[src/rtl/kamacore_stage_mem.sv]
// kamacore_stage_mem: memory-access stage between execute and writeback.
// Issues one load/store at a time over a req/ack data-memory port, stalls
// upstream while the access is open, and produces MEM/WB with the final
// result already selected (formatted load data or ALU result).
// Optional feature macro: KAMACORE_MEM_MISALIGN_TRAP_EN
//   defined   - misaligned half/word accesses skip memory and are flagged
//               on wb_misaligned
//   undefined - no wb_misaligned port; half/word lanes ignore low address bits
//
// state  | meaning
// IDLE   | accept EX/MEM; launch a memory request or pass the instruction on
// ACCESS | request open; hold dmem_* stable until dmem_ack
module kamacore_stage_mem #(
    parameter int CPU_WIDTH      = 32,
    parameter int REG_ADDR_WIDTH = 5
) (
    input  logic                 clk,
    input  logic                 rst,
    input  logic                 ex_valid,
    input  logic [31:0]          ex_instruction,
    input  logic [CPU_WIDTH-1:0] ex_alu_result,
    input  logic [CPU_WIDTH-1:0] ex_rs2_data,
    input  logic                 ex_rd_we,
    input  logic                 ex_mem_re,
    input  logic                 ex_mem_we,
    output logic                 mem_stall,
    output logic                 dmem_req,
    output logic                 dmem_we,
    output logic [CPU_WIDTH-1:0] dmem_addr,
    output logic [3:0]           dmem_be,
    output logic [CPU_WIDTH-1:0] dmem_wdata,
    input  logic                 dmem_ack,
    input  logic [CPU_WIDTH-1:0] dmem_rdata,
    output logic                 wb_valid,
    output logic [31:0]          wb_instruction,
    output logic [CPU_WIDTH-1:0] wb_result,
`ifdef KAMACORE_MEM_MISALIGN_TRAP_EN
    output logic                 wb_misaligned,
`endif
    output logic                 wb_rd_we
);

    // Only the 32-bit datapath with 5-bit register addresses is implemented.
    if (CPU_WIDTH != 32 || REG_ADDR_WIDTH != 5) begin : g_unsupported_width
    end

    typedef enum logic {S_IDLE, S_ACCESS} state_t;

    state_t               state_q;
    logic                 dmem_we_q;
    logic [CPU_WIDTH-1:0] dmem_addr_q;
    logic [3:0]           dmem_be_q;
    logic [CPU_WIDTH-1:0] dmem_wdata_q;
    logic [1:0]           addr_lo_q;
    logic                 wb_valid_q;
    logic                 wb_rd_we_q;
    logic [31:0]          wb_instruction_q;
    logic [CPU_WIDTH-1:0] wb_result_q;
    logic                 misaligned_q;

    logic [2:0]           funct3;
    logic [1:0]           addr_lo;
    logic                 mem_op;
    logic                 misaligned;
    logic [3:0]           be_d;
    logic [CPU_WIDTH-1:0] wdata_d;
    logic [7:0]           load_byte;
    logic [15:0]          load_half;
    logic [CPU_WIDTH-1:0] load_data;

    assign funct3  = ex_instruction[14:12];
    assign addr_lo = ex_alu_result[1:0];
    assign mem_op  = ex_valid & (ex_mem_re | ex_mem_we);

`ifdef KAMACORE_MEM_MISALIGN_TRAP_EN
    assign misaligned = ((funct3[1:0] == 2'b01) & addr_lo[0]) |
                        ((funct3[1:0] == 2'b10) & (addr_lo != 2'b00));
    assign wb_misaligned = misaligned_q;
`else
    assign misaligned = 1'b0;
`endif

    // Byte enables and lane-replicated store data for the request being launched
    always_comb begin
        be_d    = 4'b1111;
        wdata_d = ex_rs2_data;
        if (ex_mem_we) begin
            case (funct3[1:0])
                2'b00: begin
                    be_d    = 4'b0001 << addr_lo;
                    wdata_d = {4{ex_rs2_data[7:0]}};
                end
                2'b01: begin
                    be_d    = 4'b0011 << {addr_lo[1], 1'b0};
                    wdata_d = {2{ex_rs2_data[15:0]}};
                end
                default: begin
                    be_d    = 4'b1111;
                    wdata_d = ex_rs2_data;
                end
            endcase
        end
    end

    // Load lane select and extension, driven by the address latched at launch
    always_comb begin
        case (addr_lo_q)
            2'b00:   load_byte = dmem_rdata[7:0];
            2'b01:   load_byte = dmem_rdata[15:8];
            2'b10:   load_byte = dmem_rdata[23:16];
            default: load_byte = dmem_rdata[31:24];
        endcase
        load_half = addr_lo_q[1] ? dmem_rdata[31:16] : dmem_rdata[15:0];
        case (funct3)
            3'b000:  load_data = {{24{load_byte[7]}}, load_byte};
            3'b100:  load_data = {24'd0, load_byte};
            3'b001:  load_data = {{16{load_half[15]}}, load_half};
            3'b101:  load_data = {16'd0, load_half};
            default: load_data = dmem_rdata;
        endcase
    end

    // Stall: launching cycle always stalls; an open access stalls until ack
    always_comb begin
        mem_stall = 1'b0;
        if (state_q == S_ACCESS) begin
            mem_stall = !dmem_ack;
        end else begin
            mem_stall = mem_op & !misaligned;
        end
    end

    // Stage FSM, request registers and MEM/WB register
    always_ff @(posedge clk or posedge rst) begin
        if (rst) begin
            state_q          <= S_IDLE;
            dmem_we_q        <= 1'b0;
            dmem_addr_q      <= '0;
            dmem_be_q        <= 4'b0000;
            dmem_wdata_q     <= '0;
            addr_lo_q        <= 2'b00;
            wb_valid_q       <= 1'b0;
            wb_rd_we_q       <= 1'b0;
            wb_instruction_q <= '0;
            wb_result_q      <= '0;
            misaligned_q     <= 1'b0;
        end else begin
            case (state_q)
                S_IDLE: begin
                    if (mem_op && !misaligned) begin
                        state_q      <= S_ACCESS;
                        dmem_we_q    <= ex_mem_we;
                        dmem_addr_q  <= {ex_alu_result[CPU_WIDTH-1:2], 2'b00};
                        dmem_be_q    <= be_d;
                        dmem_wdata_q <= wdata_d;
                        addr_lo_q    <= addr_lo;
                        wb_valid_q   <= 1'b0;
                        wb_rd_we_q   <= 1'b0;
                        misaligned_q <= 1'b0;
                    end else if (mem_op) begin
                        // Trapped access: retire with the flag, never touch memory
                        wb_valid_q       <= 1'b1;
                        wb_rd_we_q       <= 1'b0;
                        wb_instruction_q <= ex_instruction;
                        wb_result_q      <= ex_alu_result;
                        misaligned_q     <= 1'b1;
                    end else begin
                        wb_valid_q       <= ex_valid;
                        wb_rd_we_q       <= ex_valid & ex_rd_we;
                        wb_instruction_q <= ex_instruction;
                        wb_result_q      <= ex_alu_result;
                        misaligned_q     <= 1'b0;
                    end
                end
                default: begin
                    if (dmem_ack) begin
                        state_q          <= S_IDLE;
                        wb_valid_q       <= ex_valid;
                        wb_rd_we_q       <= ex_valid & ex_rd_we;
                        wb_instruction_q <= ex_instruction;
                        wb_result_q      <= ex_mem_re ? load_data : ex_alu_result;
                    end else begin
                        wb_valid_q <= 1'b0;
                        wb_rd_we_q <= 1'b0;
                    end
                    misaligned_q <= 1'b0;
                end
            endcase
        end
    end

    assign dmem_req       = (state_q == S_ACCESS);
    assign dmem_we        = dmem_we_q;
    assign dmem_addr      = dmem_addr_q;
    assign dmem_be        = dmem_be_q;
    assign dmem_wdata     = dmem_wdata_q;
    assign wb_valid       = wb_valid_q;
    assign wb_rd_we       = wb_rd_we_q;
    assign wb_instruction = wb_instruction_q;
    assign wb_result      = wb_result_q;

endmodule
[config.mk]
export PLATFORM = sky130hd
export DESIGN_NAME = kamacore_stage_mem
export DESIGN_NICKNAME = d
export VERILOG_FILES = /design/src/rtl/kamacore_stage_mem.sv
export SDC_FILE = /design/constraint.sdc
export NUM_CORES = 1
export LEC_CHECK = 0
export ABC_AREA = 1
export BUFFER_PORTS_ARGS = -buffer_cell sky130_fd_sc_hd__buf_2
export CORE_MARGIN = 5
export CORE_UTILIZATION = 48
export DETAILED_ROUTE_END_ITERATION = 10
export PLACE_DENSITY_LB_ADDON = 0.12
export SLEW_MARGIN = 25
export SYNTH_ARGS = -nofsm -noshare
export SYNTH_HDL_FRONTEND = slang
export SYNTH_SLANG_ARGS = --single-unit
[constraint.sdc]
create_clock -name clk -period 5 [get_ports clk]
set_input_delay 1 -clock clk [delete_from_list [all_inputs] [get_ports clk]]
set_output_delay 1 -clock clk [all_outputs]
set_load 0.01 [all_outputs]
Word level (Yosys, flattened, before mapping) --
Cells that the tools add are included.
Storage, ports and cells: bits in latches 0, RAM bits 0, bits in read-only memories 0, memories 0, register bits after elaboration 136, output and inout bits 137
Cells by class: bitwise operators 4, shift operators 2, $lt $le $gt $ge 0, multiplexer cells 24, multiply operators 0, div/mod/pow operators 0, equal/unequal tests 8, $add $sub $neg 0, reductions and logical operators 6
Operators with widths (number):
- $mux W32 | 8
- $pmux W32 S4 | 1
- $pmux W32 S2 | 1
- $pmux W8 S3 | 1
- $mux W16 | 1
- $mux W1 | 10
- $pmux W4 S2 | 1
- $eq A3 B3 Y1 const B | 2
- $eq A2 B1 Y1 const B | 2
- $logic_not A2 Y1 | 2
- $mux W4 | 1
- $ne A2 B2 Y1 const B | 2
- $reduce_and A2 Y1 | 2
- $shl A1 B2 Y4 const A | 1
- $shl A2 B2 Y4 const A | 1
- $eq A3 B1 Y1 const B | 1
- $logic_not A3 Y1 | 1
- $and A1 B1 Y1 | 2
- $eq A2 B2 Y1 const B | 1
- $logic_not A1 Y1 | 1
- $not A1 Y1 | 1
- $or A1 B1 Y1 | 1

Depth between registers and ports, before layout --
depth after elaboration 6, mapped depth 10, gate-level depth less buffers 9

Worst setup path before layout --
OpenSTA, ideal clock, no wires.
path kind input -> output, start point in dmem_ack, end point out mem_stall, cell stages on the path 4, buffers on the path 2, arrival 1602 ps, path slack 2398 ps, required time 4000 ps, cells stage by stage nor2_2 o21bai_1 buf_2 buf_2
On the way: longest elaborated chain between the ends 2
RTL lines:
- start: declaration | line 32 | input logic dmem_ack,
- $logic_not A1 Y1 | line 127 | mem_stall = !dmem_ack;
- $mux W1 | line 126 | if (state_q == S_ACCESS) begin
- end: declaration | line 26 | output logic mem_stall,
No other way between the ends.

Worst setup path after layout --
start point in ex_mem_re, end point out mem_stall
On the way: longest elaborated chain between the ends 3
RTL lines:
- start: declaration | line 24 | input logic ex_mem_re,
- $or A1 B1 Y1 | line 73 | assign mem_op = ex_valid & (ex_mem_re | ex_mem_we);
- $and A1 B1 Y1 | line 73
- $mux W1 | line 126
No other way between the ends.

==> summary.txt <==
post-synth cell types -> 24
Worst setup SP type -> input port
Root Driver -> clkbuf_16
synthesis-to-layout area growth -> 31.60%
CTS tree -> done
Crit. End Element -> primary output
Lkg Pwr -> 4.670 nW
initial cell density of the core -> 0.4830
largest net degree at the start of global routing -> 65
NumNets Final -> 1190
WL per Instance -> 16.14 um
Antenna diodes -> 0
worst vdd ir -> 0.0002081 V
asr flop ratio synth -> 1.000
most common cell in the netlist -> nand2_1
critical path arrival -> 2.24 ns
Max H-tree Level -> 4
initial antenna violation count -> 2
I/O pin total -> 272
clock network latency to the later pin of the worst-skew pair -> 0.42 ns
share of cells above drive strength 1 -> 0.3006
period utilization -> 0.6472
mapped cell area -> 0.006320 mm^2
Final Hold Viols -> 0
number of global-route vias before repair -> 5921
DRT Pass-1 Iters -> 5
Setup TNS Final -> 0 ns
post_cts resized -> 0
total CTS buffers -> 17
Hold WC Path Type -> reg -> reg
Die W -> 124.7 um
Synth top area share -> 0.5385
max-slew violations -> 0
CP Max Fanout -> 38
Synth area leaders -> dfrtp_1, nand2_1, a21oi_1
sequential element share of the synthesized area -> 0.5385
CP Data Required Time -> 4.00 ns
worst-margin pin slew -> 0.8585 ns
Max-Cap Viols -> 0
GRT Total Usage -> 0.2527
CTS Buffer Depth -> 2
remaining global-route overflow -> 0
Synth area leader -> dfrtp_1
height of the chip -> 124.7 um
routability congestion estimate from global placement -> 0.8444
synth cell count leaders -> nand2_1, dfrtp_1, a21oi_1, inv_1, o21ai_0
Post-CTS Hold Buffers -> 0
first-pass GRT wire length -> 31360 um
Detailed Place HPWL -> 14530 um
1st-iter DRT viols -> 576
Fmax -> 0.3090 GHz
outcome -> finished, final reports clean
# port buffers -> 269
Residual DRC -> 0
cells after synthesis -> 808
# Post-CTS Setup Buffers -> 0
RSZ-0062 raised after global routing -> no
vias -> 6301
number of vias per cell -> 5.065
PwrDens -> 440.8 mW/mm^2
# clock sinks -> 136
Placeable Area -> 0.01309 mm^2
synthesis-stage register bit count -> 136
final wirelength -> 20080 um
hold_ws -> 0.4643 ns
die area -> 0.01556 mm^2
synth warn -> 0
worst rel slew slack -> 0.4261
Post-synth EDFFs -> 0
Final Critical Period -> 3.236 ns
Final setup viols -> 0
clk_skew -> 0.005692 ns
critical path class -> in -> out
ANT nets after route -> 0
post-synthesis average cell area -> 7.822 um^2
Row Count -> 42
ys flop type -> dfrtp_1
Clock transition at path regs -> 0.05 ns
-- power by group --
group          switching, W  internal [W]  total (W)
Combinational      0.000576      0.000358   0.000934
Clock              0.000462      0.000798    0.00126
Sequential         0.000137       0.00134    0.00147
-- cell type report --
| class | instances | area, um^2 |
|---|---|---|
| multi-input cells | 559 | 2454 |
| inverters | 66 | 252.7 |
| clock inverters | 7 | 90.09 |
| well taps | 176 | 220.2 |
| clock buffers | 25 | 505.5 |
| repair buffers | 275 | 1391 |
| flip-flops and latches | 136 | 3403 |
| fillers | 1196 | 4768 |
-- registers in the layout, indices dropped and copies added, names as in the netlist --
signal,count
addr_lo_q,2
dmem_addr,30
dmem_be,4
dmem_req,1
dmem_wdata,32
dmem_we,1
wb_instruction,32
wb_rd_we,1
wb_result,32
wb_valid,1
-- kinds of logic after synthesis --
family / count (synthesis) / synth area share
other cells: 1 / 0.0005934
compound gates: 160 / 0.1352
buf+inv: 114 / 0.07602
flops: 136 / 0.5385
simple gates: 397 / 0.2497
-- path summary, 6_finish.rpt --
| check | slack (ns) | start | end | depth (start not counted) |
|---|---|---|---|---|
| worst min-delay path | 0.46 | dmem_addr[13] | dmem_addr[13] | 2 |
| worst max register to register | 2.72 | dmem_req | wb_result[27] | 5 |
| worst max-delay path | 1.76 | ex_mem_re | mem_stall | 4 |
| min in group asynchronous | 0.61 | rst | dmem_addr[30] | 2 |
| worst min register to register | 0.46 | dmem_addr[13] | dmem_addr[13] | 2 |
| max in group asynchronous | 3.42 | rst | wb_result[6] | 3 |
-- metrics by stage --
step | power (W) | utilization | area, um^2 | worst slack (ns) | std cells
after CTS | 0.003691 | 0.6356 | 8317 | 1.762 | 1244
final | 0.003666 | 0.6356 | 8317 | 1.764 | 1244
after global placement | 0.002414 | 0.5901 | 7721 | 1.768 | 1212
after floorplan | 0.001999 | - | 6324 | 0.3605 | 809
after detailed placement | 0.002429 | 0.5901 | 7721 | 1.755 | 1212
after global routing | 0.003864 | 0.6356 | 8317 | 1.677 | 1244
-- critical path: stages --
cell and delay, ns:
buf_2 0.11, o21ai_1 0.14, o21bai_4 0.70, buf_2 0.27
-- placed cells by master (no fill, tap or decap), types with 6 or more instances in the layout --
cell type  count
nand3_1       44
o21ai_0       53
inv_2          6
a2bb2oi_1      8
inv_1         59
nand2_1      327
a21oi_1       87
dfrtp_1      136
clkbuf_16     17
nor2_1        16
buf_4          6
buf_2        269
o211ai_1       8
-- layer usage --
layer	track usage	up-vias	share of wire
met5	0	-	0.0012
met4	0.07350	4	0.016
met3	0.08362	29	0.098
met2	0.3941	300	0.47
met1	0.3377	2912	0.42
li1	-	3056	-
Note: power is estimated with default switching activity, not from simulation.
